--- config.mk ---
export PLATFORM = sky130hd
export DESIGN_NAME = dpram_access_ctrl
export DESIGN_NICKNAME = d
export VERILOG_FILES = /design/src/rtl/dpram_ctrl_pkg.sv /design/src/rtl/dpram_rsp_pipe.sv /design/src/rtl/dpram_access_ctrl.sv
export SDC_FILE = /design/constraint.sdc
export NUM_CORES = 1
export LEC_CHECK = 0
export CAP_MARGIN = 20
export CORE_MARGIN = 2
export CORE_UTILIZATION = 35
export DETAILED_ROUTE_END_ITERATION = 10
export PLACE_DENSITY = 0.77
export SLEW_MARGIN = 10
export SYNTH_ARGS = -nofsm -noshare
export SYNTH_HDL_FRONTEND = slang
export SYNTH_SLANG_ARGS = --single-unit
--- constraint.sdc ---
create_clock -name clk -period 2.8 [get_ports clk]
set_clock_uncertainty 0.15 [all_clocks]
set_input_delay 0.7 -clock clk [delete_from_list [all_inputs] [get_ports clk]]
set_output_delay 0.7 -clock clk [all_outputs]
set_load 0.01 [all_outputs]
--- src/rtl/dpram_ctrl_pkg.sv ---
// Shared constants and types for the dual-port RAM access controller.
// Pure declarations: no logic, no latency.
// Backpressure is handled in the controller, not here.
package dpram_ctrl_pkg;

  localparam int DW_DEF    = 8;
  localparam int AW_DEF    = 4;
  localparam int CNT_W_DEF = 16;

  // One request as seen at a port, at the default widths.
  typedef struct packed {
    logic                we;
    logic [AW_DEF-1:0]   addr;
    logic [DW_DEF-1:0]   wdata;
  } req_t;

  // Which port wins the next same-address hazard.
  typedef enum logic {
    PRIO_A = 1'b0,
    PRIO_B = 1'b1
  } prio_e;

endpackage

--- src/rtl/dpram_rsp_pipe.sv ---
// Per-port read response stage: pending tag plus capture of RAM read data.
// Latency: response valid 2 clocks after the read is accepted (1 RAM + 1 capture).
// No backpressure: the response is a single-cycle pulse that must be taken.
module dpram_rsp_pipe
  import dpram_ctrl_pkg::*;
#(
  parameter int DW = DW_DEF
) (
  input  logic          clk_i,
  input  logic          rst_ni,
  input  logic          rd_acc_i,
  input  logic [DW-1:0] ram_dout_i,
  output logic          rsp_valid_o,
  output logic [DW-1:0] rsp_rdata_o
);

  logic          pend_q, pend_d;
  logic          valid_q, valid_d;
  logic [DW-1:0] rdata_q, rdata_d;

  // Tag follows the RAM read by one cycle; data is captured only when the tag says it is ours.
  always_comb begin
    pend_d  = rd_acc_i;
    valid_d = pend_q;
    rdata_d = pend_q ? ram_dout_i : rdata_q;
  end

  // State registers; reset drops any read that is still in flight.
  always_ff @(posedge clk_i or negedge rst_ni) begin
    if (!rst_ni) begin
      pend_q  <= 1'b0;
      valid_q <= 1'b0;
      rdata_q <= '0;
    end else begin
      pend_q  <= pend_d;
      valid_q <= valid_d;
      rdata_q <= rdata_d;
    end
  end

  assign rsp_valid_o = valid_q;
  assign rsp_rdata_o = rdata_q;

endmodule

--- src/rtl/dpram_access_ctrl.sv ---
// Two-port request front end for a dual-port RAM with same-address hazard arbitration.
// Latency: requests reach the RAM combinationally; read responses 2 clocks after accept.
// Backpressure: loser of a write hazard is held off one cycle; round-robin priority.
module dpram_access_ctrl
  import dpram_ctrl_pkg::*;
#(
  parameter int DW    = DW_DEF,
  parameter int AW    = AW_DEF,
  parameter int CNT_W = CNT_W_DEF
) (
  input  logic             clk,
  input  logic             rst,
  input  logic             req_a_valid,
  output logic             req_a_ready,
  input  logic             req_a_we,
  input  logic [AW-1:0]    req_a_addr,
  input  logic [DW-1:0]    req_a_wdata,
  input  logic             req_b_valid,
  output logic             req_b_ready,
  input  logic             req_b_we,
  input  logic [AW-1:0]    req_b_addr,
  input  logic [DW-1:0]    req_b_wdata,
  output logic             rsp_a_valid,
  output logic [DW-1:0]    rsp_a_rdata,
  output logic             rsp_b_valid,
  output logic [DW-1:0]    rsp_b_rdata,
  output logic             ram_we_a,
  output logic             ram_we_b,
  output logic             ram_re_a,
  output logic             ram_re_b,
  output logic [AW-1:0]    ram_addr_a,
  output logic [AW-1:0]    ram_addr_b,
  output logic [DW-1:0]    ram_din_a,
  output logic [DW-1:0]    ram_din_b,
  input  logic [DW-1:0]    ram_dout_a,
  input  logic [DW-1:0]    ram_dout_b,
  output logic [CNT_W-1:0] collision_cnt
);

  localparam logic [CNT_W-1:0] CNT_ONE = {{(CNT_W-1){1'b0}}, 1'b1};

  logic             collision;
  prio_e            prio_q, prio_d;
  logic [CNT_W-1:0] cnt_q, cnt_d;
  logic             acc_a, acc_b;

  // Same-address hazard: both present, same address, at least one write (read/read is harmless).
  always_comb begin
    collision = req_a_valid && req_b_valid &&
                (req_a_addr == req_b_addr) && (req_a_we || req_b_we);
  end

  // Ready generation: both ports pass freely unless a hazard exists, then only the priority port.
  always_comb begin
    req_a_ready = 1'b0;
    req_b_ready = 1'b0;
    if (rst) begin
      req_a_ready = !collision || (prio_q == PRIO_A);
      req_b_ready = !collision || (prio_q == PRIO_B);
    end
  end

  // RAM enables follow accepted requests only.
  always_comb begin
    acc_a    = req_a_valid && req_a_ready;
    acc_b    = req_b_valid && req_b_ready;
    ram_we_a = acc_a &&  req_a_we;
    ram_re_a = acc_a && !req_a_we;
    ram_we_b = acc_b &&  req_b_we;
    ram_re_b = acc_b && !req_b_we;
  end

  assign ram_addr_a = req_a_addr;
  assign ram_addr_b = req_b_addr;
  assign ram_din_a  = req_a_wdata;
  assign ram_din_b  = req_b_wdata;

  // Priority flips after each resolved hazard; counter saturates instead of wrapping.
  always_comb begin
    prio_d = prio_q;
    cnt_d  = cnt_q;
    if (collision) begin
      prio_d = (prio_q == PRIO_A) ? PRIO_B : PRIO_A;
      if (cnt_q != {CNT_W{1'b1}}) begin
        cnt_d = cnt_q + CNT_ONE;
      end
    end
  end

  // Arbitration and debug state registers.
  always_ff @(posedge clk or negedge rst) begin
    if (!rst) begin
      prio_q <= PRIO_A;
      cnt_q  <= '0;
    end else begin
      prio_q <= prio_d;
      cnt_q  <= cnt_d;
    end
  end

  assign collision_cnt = cnt_q;

  dpram_rsp_pipe #(.DW(DW)) u_rsp_a (
    .clk_i       (clk),
    .rst_ni      (rst),
    .rd_acc_i    (ram_re_a),
    .ram_dout_i  (ram_dout_a),
    .rsp_valid_o (rsp_a_valid),
    .rsp_rdata_o (rsp_a_rdata)
  );

  dpram_rsp_pipe #(.DW(DW)) u_rsp_b (
    .clk_i       (clk),
    .rst_ni      (rst),
    .rd_acc_i    (ram_re_b),
    .ram_dout_i  (ram_dout_b),
    .rsp_valid_o (rsp_b_valid),
    .rsp_rdata_o (rsp_b_rdata)
  );

endmodule

# ---- Word level (Yosys, flattened, before mapping)
# Index checks and enable logic that the tools add are counted.
dict set report op_classes {
  add_sub_neg 1
  n_eq_ne 2
  mux 3
  reduce_logical 16
  bitwise 1
}
# cell n
set ops {}
lappend ops {{$add 16x1->16 const B} 1}
lappend ops {{$ne 16x16->1 const B} 1}
lappend ops {{$logic_and 1x1->1} 9}
lappend ops {{$eq 4x4->1} 1}
lappend ops {{$logic_not 1->1} 3}
lappend ops {{$logic_or 1x1->1} 3}
lappend ops {{$mux 1} 3}
lappend ops {{$reduce_and 2->1} 1}
lappend ops {{$not 1->1} 1}
dict set report totals {
  input_bits 46
  reg_bits 37
  elab_cells 31
  output_inout_bits 64
}

# ---- Longest topological paths before layout
# Gate-level depths: netlist of the first run.
dict set report logic_depth {
  ltp_word 8
  mapped_depth 8
  ltp_nobuf 6
}

# ---- Hierarchy
# From an unflattened synthesis of the first run, not the netlist that was laid out.
dict set report unflattened {
  cells_unflattened 151
  area_unflattened_um2 1879.3
}
# module area_per_inst_um2 cells_each seq_area_each_um2 instances
set by_module_without_submodules {}
lappend by_module_without_submodules {dpram_access_ctrl 1116.1 113 425.4 1}
lappend by_module_without_submodules {dpram_rsp_pipe 381.6 19 250.2 2}

# ---- Least setup slack after synthesis of the first run
# OpenSTA, ideal clock, no wires.
dict set report synth_path {
  path_kind {input-to-output}
  startpoint {input req_b_addr[2]}
  endpoint {output ram_we_a}
  t_arrival_ps 1777
  required_ps 1950
  setup_slack_ps 173
  path_buffers 0
  cell_stages 5
  cell_sequence {xnor2_1 o2111ai_1 nor2_1 a21boi_0 and3_1}
}
dict set report synth_between {
  elab_chain_len 8
}
# element line
set synth_rtl {}
lappend synth_rtl {{start: declaration} dpram_access_ctrl.sv:21} ;# input logic [AW-1:0] req_b_addr,
lappend synth_rtl {{$eq 4x4->1} dpram_access_ctrl.sv:50} ;# (req_a_addr == req_b_addr) && (req_a_we || req_b_we);
lappend synth_rtl {{$logic_and 1x1->1} dpram_access_ctrl.sv:49} ;# collision = req_a_valid && req_b_valid &&
lappend synth_rtl {{$logic_and 1x1->1} dpram_access_ctrl.sv:50}
lappend synth_rtl {{$logic_not 1->1} dpram_access_ctrl.sv:58} ;# req_a_ready = !collision || (prio_q == PRIO_A);
lappend synth_rtl {{$logic_or 1x1->1} dpram_access_ctrl.sv:58}
lappend synth_rtl {{$mux 1} dpram_access_ctrl.sv:57} ;# if (rst) begin
lappend synth_rtl {{named net req_a_ready} dpram_access_ctrl.sv:14} ;# output logic req_a_ready,
lappend synth_rtl {{$logic_and 1x1->1} dpram_access_ctrl.sv:65} ;# acc_a = req_a_valid && req_a_ready;
lappend synth_rtl {{$logic_and 1x1->1} dpram_access_ctrl.sv:67} ;# ram_we_a = acc_a && req_a_we;
lappend synth_rtl {{end: declaration} dpram_access_ctrl.sv:27} ;# output logic ram_we_a,
# The timed path passes the listed nets, and every way through them passes these cells.

# ---- Worst setup path in the final report of the first run
dict set report layout_path {
  startpoint {input req_b_valid}
  endpoint {output ram_re_b}
}
dict set report layout_between {
  elab_chain_len 8
}
# element line
set layout_rtl {}
lappend layout_rtl {{start: declaration} dpram_access_ctrl.sv:18} ;# input logic req_b_valid,
lappend layout_rtl {{$logic_and 1x1->1 (2 in series)} dpram_access_ctrl.sv:49}
lappend layout_rtl {{$logic_and 1x1->1} dpram_access_ctrl.sv:50}
lappend layout_rtl {{$logic_not 1->1} dpram_access_ctrl.sv:59} ;# req_b_ready = !collision || (prio_q == PRIO_B);
lappend layout_rtl {{$logic_or 1x1->1} dpram_access_ctrl.sv:59}
lappend layout_rtl {{$mux 1} dpram_access_ctrl.sv:57}
lappend layout_rtl {{$logic_and 1x1->1 *} dpram_access_ctrl.sv:66} ;# acc_b = req_b_valid && req_b_ready;
lappend layout_rtl {{$logic_and 1x1->1 *} dpram_access_ctrl.sv:70} ;# ram_re_b = acc_b && !req_b_we;
lappend layout_rtl {{end: declaration} dpram_access_ctrl.sv:30} ;# output logic ram_re_b,
# Every way passes the cells marked *; elsewhere a longest branch is shown, timed or not.

==> impl_metrics.ini, run 1 <==
[yosys]
syn-cell-area_sq_mm = 0.00179
ys_seq_area_share_pct = 51.7
async_flop_share_pct = 100
syn-num-nets = 195
ys_warn_count = 0
synth-seq-cells = 37
synth_edf_count = 0
yosysUniqueCellTypes = 30
synthCells = 148
syn_avg_cell_area_sq_um = 12.1
yosys_most_used_dff = dfrtp_1

[die]
core_sq_mm = 0.00501
chipHeight_um = 75.6
fp.dieArea_sq_mm = 0.00571
start_util_pct = 35.8
placementRows = 26
dieWidth_um = 75.6
io_pins = 110

[drt]
firstDrtPassIters = 4
drc = 0
drt-total-wl_um = 3930
drtIter0Drc = 18
num_vias = 1342
wire_per_inst_um = 13.6
viasPerCell = 4.66
final_antenna_net_count = 0

[clocking]
h-tree-depth = 2
cts_buffers = 5
cts_buffer_depth = 2
hold_buffers = 0
cts_root_buffer = clkbuf_8
clkTransAtPathRegs_ns = 0.07
cts_tree = done
clkLatencyLatePin_ns = 0.28
cts.sinks = 37

[cells_and_area]
drive_above_1_share_pct = 28.0
syn_to_final_growth_pct = 48.0
num-fill-cells = 461
final_cell_count_no_fill = 288
nets = 266
final_common_cell = clkdlybuf4s50_1
layout_common_cells = clkdlybuf4s50_1 (58), dfrtp_1 (37), mux2_2 (16)
diodes = 0

[timing]
fin_crit_sh_pct = 98.4
rsz0062_at_grt = true
hold_violations = 0
slew_violations = 0
finalSetupViolCount = 0
min_period_ns = 2.76
slew_headroom_pct = 69.5
fmax_mhz = 363
worstMarginPinSlew_ns = 0.457

[global_routing]
grt_antenna_before_repair = 0
first_global_vias = 1324
grt_max_degree = 38
overflow = 0
grt_pass1_wl_um = 6290
grt_usage_pct = 14.9

[power_and_ir_drop]
cellLeakagePower_nw = 1.14
ir_drop_mv = 0.318
cellPowerDensity_mw_per_mm2 = 494
power_mw = 1.31

[critical_path]
critical_path_arrival_ns = 1.91
worstPathCellList = clkdlybuf4s15_1, o2111ai_4, or2_4, o21a_1, and3b_1, buf_2
r2r_slack_ns = 0.56
crit_fanout = 3
critPathSlowestCell = or2_4
crit_type = in2out
cp.required_ns = 1.95
slowest_delay_ns = 0.27
cp-start-kind = primary input
crit_path_end_kind = primary output

[hold_path]
worstHoldPathType = in2async

[place]
routabilityCongestion = 0.742
hpwl_um = 2920
io_buffers = 77
dpl.cell_count = 278

[flow_run]
drv_cap = 0

[outcome]
run_status = finished clean
where the power goes:
| group | leakage [nW] | switching [mW] | total [mW] | internal (mW) |
|---|---|---|---|---|
| combinational | 0.621 | 0.114 | 0.329 | 0.215 |
| clock | 0.0399 | 0.169 | 0.333 | 0.163 |
| sequential | 0.477 | 0.0483 | 0.649 | 0.601 |
final timing paths:
path | cells after the start | start | endpoint
worst max-delay path | 6 | req_b_valid | ram_re_b
worst min-delay path | 2 | rst | prio_q$_DFFE_PN0N_
worst max register to register | 6 | collision_cnt[0]$_DFFE_PN0P_ | collision_cnt[1]$_DFFE_PN0P_
worst min register to register | 1 | collision_cnt[15]$_DFFE_PN0P_ | collision_cnt[15]$_DFFE_PN0P_
max in group asynchronous | 2 | rst | collision_cnt[13]$_DFFE_PN0P_
min in group clk | 1 | collision_cnt[15]$_DFFE_PN0P_ | collision_cnt[15]$_DFFE_PN0P_
layout make-up:
cell class                 instances  area, sq um  area share (%)
clock buffer                       5         68.8            2.59
timing repair buffer              92          841            31.7
clock inverter                     1         5.00           0.189
multi-input combinational         83          724            27.3
sequential                        37          926            34.9
tap                               70         87.6            3.30
critical path, delay by kind of cell:
family,cells,cell delay (ns)
simple gates,2,0.45
buf+inv,2,0.40
compound gates,2,0.35
metrics by stage:
stage,setup TNS (ns),instance area [sq um],util [%],setup slack (ns),hold WS [ns]
after global routing,-0.0390,2650,52.9,-0.0235,0.370
after detailed placement,-4.48,2520,50.4,-0.825,0.342
after floorplan,0,1790,-,0.173,0.202
after CTS,0,2650,53.0,0.000209,0.354
final,0,2650,52.9,0.0449,0.344
after global placement,-3.69,2520,50.4,-0.692,0.339
registers in the layout, indices dropped and copies added (netlist names):
register / flops
collision_cnt: 16
u_rsp_a.rsp_rdata_o: 8
u_rsp_b.rsp_rdata_o: 8
prio_q: 1
u_rsp_a.pend_q: 1
u_rsp_a.rsp_valid_o: 1
u_rsp_b.pend_q: 1
u_rsp_b.rsp_valid_o: 1
cell usage after synthesis, types with 2 or more instances:
cell,instances,share of area (%)
nand4b_1,2,0.98
nand2_1,5,1.0
mux2_2,16,10
o21a_1,2,0.84
nor3_1,2,0.56
and3_1,5,1.7
clkbuf_1,2,0.42
and2_1,2,0.70
dfrtp_1,37,52
xor2_1,3,1.5
nand4_1,6,2.1
and3b_1,2,0.98
xnor2_1,16,7.8
buf_4,24,10
a21oi_1,2,0.56
nand3_1,8,2.2
per-layer routing:
metal / vias to the layer above / share of wire (%) / track usage, % / wire length [um]
met1: 647 / 42 / 17.5 / 1650
met3: 6 / 7.2 / 5.03 / 284
met4: 0 / 1.5 / 5.46 / 57
li1: 635 / - / - / -
met2: 54 / 49 / 25.4 / 1940
met5: - / 0 / 0 / 0
logic make-up after synthesis:
| group | share of synthesized area, % |
|---|---|
| AO/OA/AOI/OAI | 2.30 |
| XOR/XNOR | 9.29 |
| adder cells (fa/ha/maj) | 0.698 |
| buffers and inverters | 11.4 |
| flip-flops | 51.7 |
| multiplexers | 10.9 |
| AND/OR/NAND/NOR | 13.8 |
what timing repair did:
action	in CTS	in global routing
gates cloned	0	0
endpoints found under the setup margin	6	6
pin swaps	10	9
endpoints found under the hold margin	0	0
resized for setup	53	15
buffers inserted	4	0
Note: power is estimated with default switching activity, not from simulation.
==> run 2, diff against run 1 <==
--- a/config.mk
+++ b/config.mk
@@ -7,9 +7,10 @@
 export LEC_CHECK = 0
 export CAP_MARGIN = 20
 export CORE_MARGIN = 2
-export CORE_UTILIZATION = 35
+export CORE_UTILIZATION = 37
 export DETAILED_ROUTE_END_ITERATION = 10
-export PLACE_DENSITY = 0.77
+export PLACE_DENSITY = 0.8
+export SETUP_SLACK_MARGIN = 0.4
 export SLEW_MARGIN = 10
 export SYNTH_ARGS = -nofsm -noshare
 export SYNTH_HDL_FRONTEND = slang
==> run 2 against run 1 <==
  * Sequential share of layout area up 0.099 points
  * Power grew 5.5%
  * Non-clock buffer count down 5
  * Combinational power hardly changed
  * Maximum frequency up 1.1%
  * Sequential cell count stayed put
  * Highest routed layer unchanged
==> impl_metrics.ini, run 2 (synthesized netlist as in run 1, its figures left out) <==
[outcome]
run_status = finished clean

[cells_and_area]
multi_input_area_sq_um = 734
drive_above_1_share_pct = 31.2
largest_reg_flops = 16
final_common_cell = clkdlybuf4s50_1
syn_to_final_growth_pct = 47.6
num-fill-cells = 405
final_util_pct = 56.4
seq_area_sq_um = 926
layout_common_cells = clkdlybuf4s50_1 (58), dfrtp_1 (37), mux2_2 (16)
nets = 261
diodes = 0

[die]
start_util_pct = 38.2
placementRows = 25
chipHeight_um = 73.6
dieWidth_um = 73.6
fp.dieArea_sq_mm = 0.00541
core_sq_mm = 0.00469
io_pins = 110

[critical_path]
cp-start-kind = primary input
slowest_delay_ns = 0.27
crit_buf_inv = 2
critPathSlowestCell = or2_4
critical_path_arrival_ns = 1.88
crit_start = req_b_addr[2]
cp.required_ns = 1.95
worstPathCellList = buf_8, xnor2_4, o2111ai_2, or2_4, o21a_1, and3b_2, buf_6
crit_family = simple AND/OR/NAND/NOR gates
r2r-start = collision_cnt[0]$_DFFE_PN0P_
crit_fanout = 3
crit_type = in2out
crit_path_end_kind = primary output

[clocking]
cts_tree = done
cts_buffer_depth = 2
cts_root_buffer = clkbuf_8
h-tree-depth = 2
hold_buffers = 0
cts_buffers = 5
cts.sinks = 37
clkTransAtPathRegs_ns = 0.07
clkLatencyLatePin_ns = 0.28

[place]
io_buffers = 77
routabilityCongestion = 0.861
pre_cts_ws_ns = -0.762
hpwl_um = 2860

[flow_run]
drv_cap = 0

[timing]
slew_violations = 0
hold_ws_ns = 0.342
min_period_ns = 2.73
finalSetupViolCount = 0
hold_violations = 0
fin_crit_sh_pct = 97.3
setup_ws_ns = 0.0743
rsz0062_at_grt = true
slew_headroom_pct = 68.5
fmax_mhz = 367
worstMarginPinSlew_ns = 0.472

[global_routing]
first_global_vias = 1327
grt_usage_pct = 14.7
grt_antenna_before_repair = 0
grt_pass1_wl_um = 6090
overflow = 0
grt_max_degree = 38

[power_and_ir_drop]
cellLeakagePower_nw = 1.14
cellPowerDensity_mw_per_mm2 = 523
ir_drop_mv = 0.212

[hold_path]
worstHoldPathType = in2async

[drt]
final_antenna_net_count = 0
drtIter0Drc = 55
firstDrtPassIters = 4
drt-total-wl_um = 3860
drc = 0
viasPerCell = 4.99
wire_per_inst_um = 14.3
num_vias = 1343
-- run 2: changes by cell type in the layout (fill, tap and decap cells not counted), sizes merged --
cell and delta:
buf +4, clkbuf -2, clkdlybuf4s15 -3, dlygate4sd2 -2
-- run 2: power by group --
part	internal (mW)	switching, mW	total, mW
Combinational	0.214	0.113	0.327
Sequential	0.600	0.0474	0.648
Clock	0.223	0.185	0.408
Total	1.04	0.346	1.38
-- run 2: final timing paths --
path                                            endpoint  slack, ns  depth (start not counted)
max                                             ram_re_b       0.07                          7
min                        u_rsp_a.rsp_valid_o$_DFF_PN0_       0.34                          2
max reg2reg                 collision_cnt[1]$_DFFE_PN0P_       0.54                          6
min reg2reg                collision_cnt[15]$_DFFE_PN0P_       0.34                          1
max in group asynchronous  collision_cnt[13]$_DFFE_PN0P_       1.83                          2
min in group clk           collision_cnt[15]$_DFFE_PN0P_       0.34                          1
-- run 2: area by class of cell --
cell class	instances	area share (%)
clock buffers	7	3.64
clock inverters	1	0.189
multi-input cells	83	27.8
flip-flops and latches	37	35.0
well taps	54	2.55
repair buffers	87	30.8
-- run 2: per-layer routing --
| metal | share of wire, % | track usage [%] |
|---|---|---|
| met5 | 0 | 0 |
| met2 | 50 | 25.0 |
| met1 | 42 | 17.3 |
| met3 | 6.5 | 4.25 |
| met4 | 1.6 | 6.06 |
-- run 2: per-stage QoR --
| stage | power [mW] | instance area, sq um | TNS [ns] | cells |
|---|---|---|---|---|
| floorplan | 0.804 | 1850 | 0 | 148 |
| global placement | 0.980 | 2520 | -3.65 | 257 |
| detailed placement | 0.988 | 2520 | -3.82 | 257 |
| CTS | 1.40 | 2630 | 0 | 267 |
| global route | 1.46 | 2650 | 0 | 269 |
| finish | 1.38 | 2650 | 0 | 269 |
-- run 2: timing repair --
action                                  4_1_cts  5_1_grt
pin swaps                                    13        4
buffers inserted                              2        2
endpoints found under the hold margin         0        0
endpoints found under the setup margin       16        6
gates resized for setup                      79        4
==> run 3, diff against run 2 <==
--- a/config.mk
+++ b/config.mk
@@ -7,11 +7,13 @@
 export LEC_CHECK = 0
 export CAP_MARGIN = 20
 export CORE_MARGIN = 2
-export CORE_UTILIZATION = 37
+export CORE_UTILIZATION = 38
+export CTS_CLUSTER_DIAMETER = 100
 export DETAILED_ROUTE_END_ITERATION = 10
-export PLACE_DENSITY = 0.8
+export PLACE_DENSITY = 0.81
 export SETUP_SLACK_MARGIN = 0.4
 export SLEW_MARGIN = 10
 export SYNTH_ARGS = -nofsm -noshare
 export SYNTH_HDL_FRONTEND = slang
+export SYNTH_HIERARCHICAL = 1
 export SYNTH_SLANG_ARGS = --single-unit
==> run 3 against run 2 <==
  * Cell count grew 6.3%
  * Wire length grew 7.4%
  * Count of clock-buffer cells in the layout is the same
  * First-iteration DRC count down 38%
  * Critical endpoint is now ram_re_a
==> impl_metrics.ini, run 3 <==
[outcome]
run_status = finished clean

[global_routing]
grt_max_degree = 37
grt_pass1_wl_um = 6270
first_global_vias = 1312
grt_usage_pct = 15.1
overflow = 0
grt_antenna_before_repair = 0

[drt]
drt-total-wl_um = 4150
firstDrtPassIters = 4
num_vias = 1324
drtIter0Drc = 34
drc = 0
wire_per_inst_um = 14.5
final_antenna_net_count = 0
viasPerCell = 4.63

[critical_path]
cp-start-kind = primary input
crit_path_end_kind = primary output
r2r.worst_path.cells = 6
r2r-start = collision_cnt[0]$_DFFE_PN0P_
crit_fanout = 3
crit_type = in2out
timing.rr.end = collision_cnt[1]$_DFFE_PN0P_
cp.required_ns = 1.95
critical_path_arrival_ns = 1.85
critPathSlowestCell = nor4_4
worstPathCellList = buf_8, xor2_4, nor4_4, buf_4, a21boi_4, and3b_1, buf_2
r2r_slack_ns = 0.73
slowest_delay_ns = 0.29

[cells_and_area]
drive_above_1_share_pct = 29.7
seq_area_sq_um = 926
num-fill-cells = 435
layout_common_cells = clkdlybuf4s50_1 (58), dfrtp_1 (37), mux2_4 (16)
multi_input_area_sq_um = 790
final_util_pct = 57.3
nets = 266
syn_to_final_growth_pct = 45.0
largest_reg_flops = 16
diodes = 0
final_common_cell = clkdlybuf4s50_1

[power_and_ir_drop]
pwr-share-comb_pct = 26.2
seq_power_share_pct = 47.3
power_mw = 1.38
internal_power_mw = 1.03
cellLeakagePower_nw = 1.19
ir_drop_mv = 0.309
switchingPower_mw = 0.344
p_sw_share_pct = 25.0
pwr-share-clk_pct = 26.5
cellPowerDensity_mw_per_mm2 = 506

[die]
chipHeight_um = 74.3
placementRows = 25
io_pins = 110
start_util_pct = 39.5
fp.dieArea_sq_mm = 0.00552
core_sq_mm = 0.00475
dieWidth_um = 74.3

[yosys]
synth_top_area_cell = dfrtp_1
synth_edf_count = 0
ys_seq_area_share_pct = 49.3
syn-num-nets = 198
syn-cell-area_sq_mm = 0.00188
syn_avg_cell_area_sq_um = 12.4
async_flop_share_pct = 100
synth-seq-cells = 37
yosys_most_used_dff = dfrtp_1
yosysUniqueCellTypes = 28
synthCells = 151
synthMostInstantiatedCell = dfrtp_1
netlist.area_leader.share_pct = 49.3
synth_area_leaders = dfrtp_1 (49%), mux2_4 (13%), buf_4 (10%)
ys_warn_count = 6
ys_top_cells_by_count = dfrtp_1 (37), buf_4 (25), xnor2_1 (17), mux2_4 (16)

[place]
hpwl_um = 3020
io_buffers = 77
routabilityCongestion = 0.765

[timing]
min_period_ns = 2.70
hold_violations = 0
finalSetupViolCount = 0
slew_violations = 0
rsz0062_at_grt = true
fmax_mhz = 370
slew_headroom_pct = 60.3
fin_crit_sh_pct = 96.4
fin_tns_setup_ns = 0
worstMarginPinSlew_ns = 0.590

[clocking]
clkTransAtPathRegs_ns = 0.07
cts.sinks = 37
cts_tree = done
clkLatencyLatePin_ns = 0.28
cts_buffer_depth = 2
cts_root_buffer = clkbuf_8
hold_buffers = 0
cts_buffers = 5
h-tree-depth = 2

[hold_path]
worstHoldPathType = in2async

[flow_run]
drv_cap = 0
-- run 3: per-layer routing --
| metal | up-vias | routed length (um) | GRT usage [%] | share of wire, % |
|---|---|---|---|---|
| met5 | - | 0 | 0 | 0 |
| met1 | 630 | 1700 | 17.9 | 41 |
| met3 | 2 | 339 | 5.42 | 8.2 |
| met2 | 59 | 2090 | 26.1 | 50 |
| li1 | 633 | - | - | - |
| met4 | 0 | 17 | 4.17 | 0.41 |
-- run 3: through the flow --
step           hold slack, ns  setup WS, ns  area (sq um)  cells
6_report               0.0626         0.100          2730    286
5_1_grt                0.0428        0.0474          2730    286
4_1_cts                0.0487         0.106          2650    284
3_5_place_dp            0.344        -0.676          2600    275
3_3_place_gp            0.341        -0.629          2600    275
2_1_floorplan           0.224         0.146          1910    151
-- run 3: how the worst max path moves through the flow --
stage                        startpoint       end  slack (ns)  depth (start not counted)
final                     req_b_addr[0]  ram_re_a        0.10                          7
after global routing      req_b_addr[0]  ram_re_a        0.05                          7
after CTS                 req_a_addr[0]  ram_re_a        0.11                          7
after detailed placement  req_b_addr[1]  ram_re_b       -0.68                          7
after global placement    req_b_addr[2]  ram_re_b       -0.63                          7
after floorplan           req_b_addr[2]  ram_re_b        0.15                          5
-- run 3: kinds of logic after synthesis --
family / after synthesis / share of synthesized area (%)
buf+inv: 30 / 12.2
compound gates: 4 / 1.46
fa+ha+maj: 1 / 0.666
flops: 37 / 49.3
xor+xnor: 19 / 8.85
simple gates: 43 / 14.2
mux: 17 / 13.4
-- run 3: cell type report --
type | count | area share [%]
well taps | 67 | 3.08
clock buffers | 7 | 3.17
multi-input cells | 84 | 29.0
repair buffers | 89 | 30.5
flip-flops and latches | 37 | 34.0
inverters | 2 | 0.275
-- run 3: power groups by stage --
stage	clock, mW	sequential (mW)	combinational [mW]
6_report	0.365	0.653	0.361
5_1_grt	0.412	0.661	0.387
4_1_cts	0.381	0.650	0.356
3_5_place_dp	0	0.660	0.359
3_3_place_gp	0	0.655	0.356
2_1_floorplan	0	0.679	0.156
-- run 3: timing repair --
item / CTS / global route
setup buffers: 2 / 2
gates resized for setup: 79 / 10
endpoints found under the setup margin: 15 / 6
pin swaps: 10 / 6
-- run 3: worst max-delay path, delay by kind of cell --
family | cells | cell delay (ns)
and+or+nand+nor | 2 | 0.48
AOI/OAI and AO/OA | 1 | 0.06
buffers and inverters | 3 | 0.44
xor gates and xnor gates | 1 | 0.18
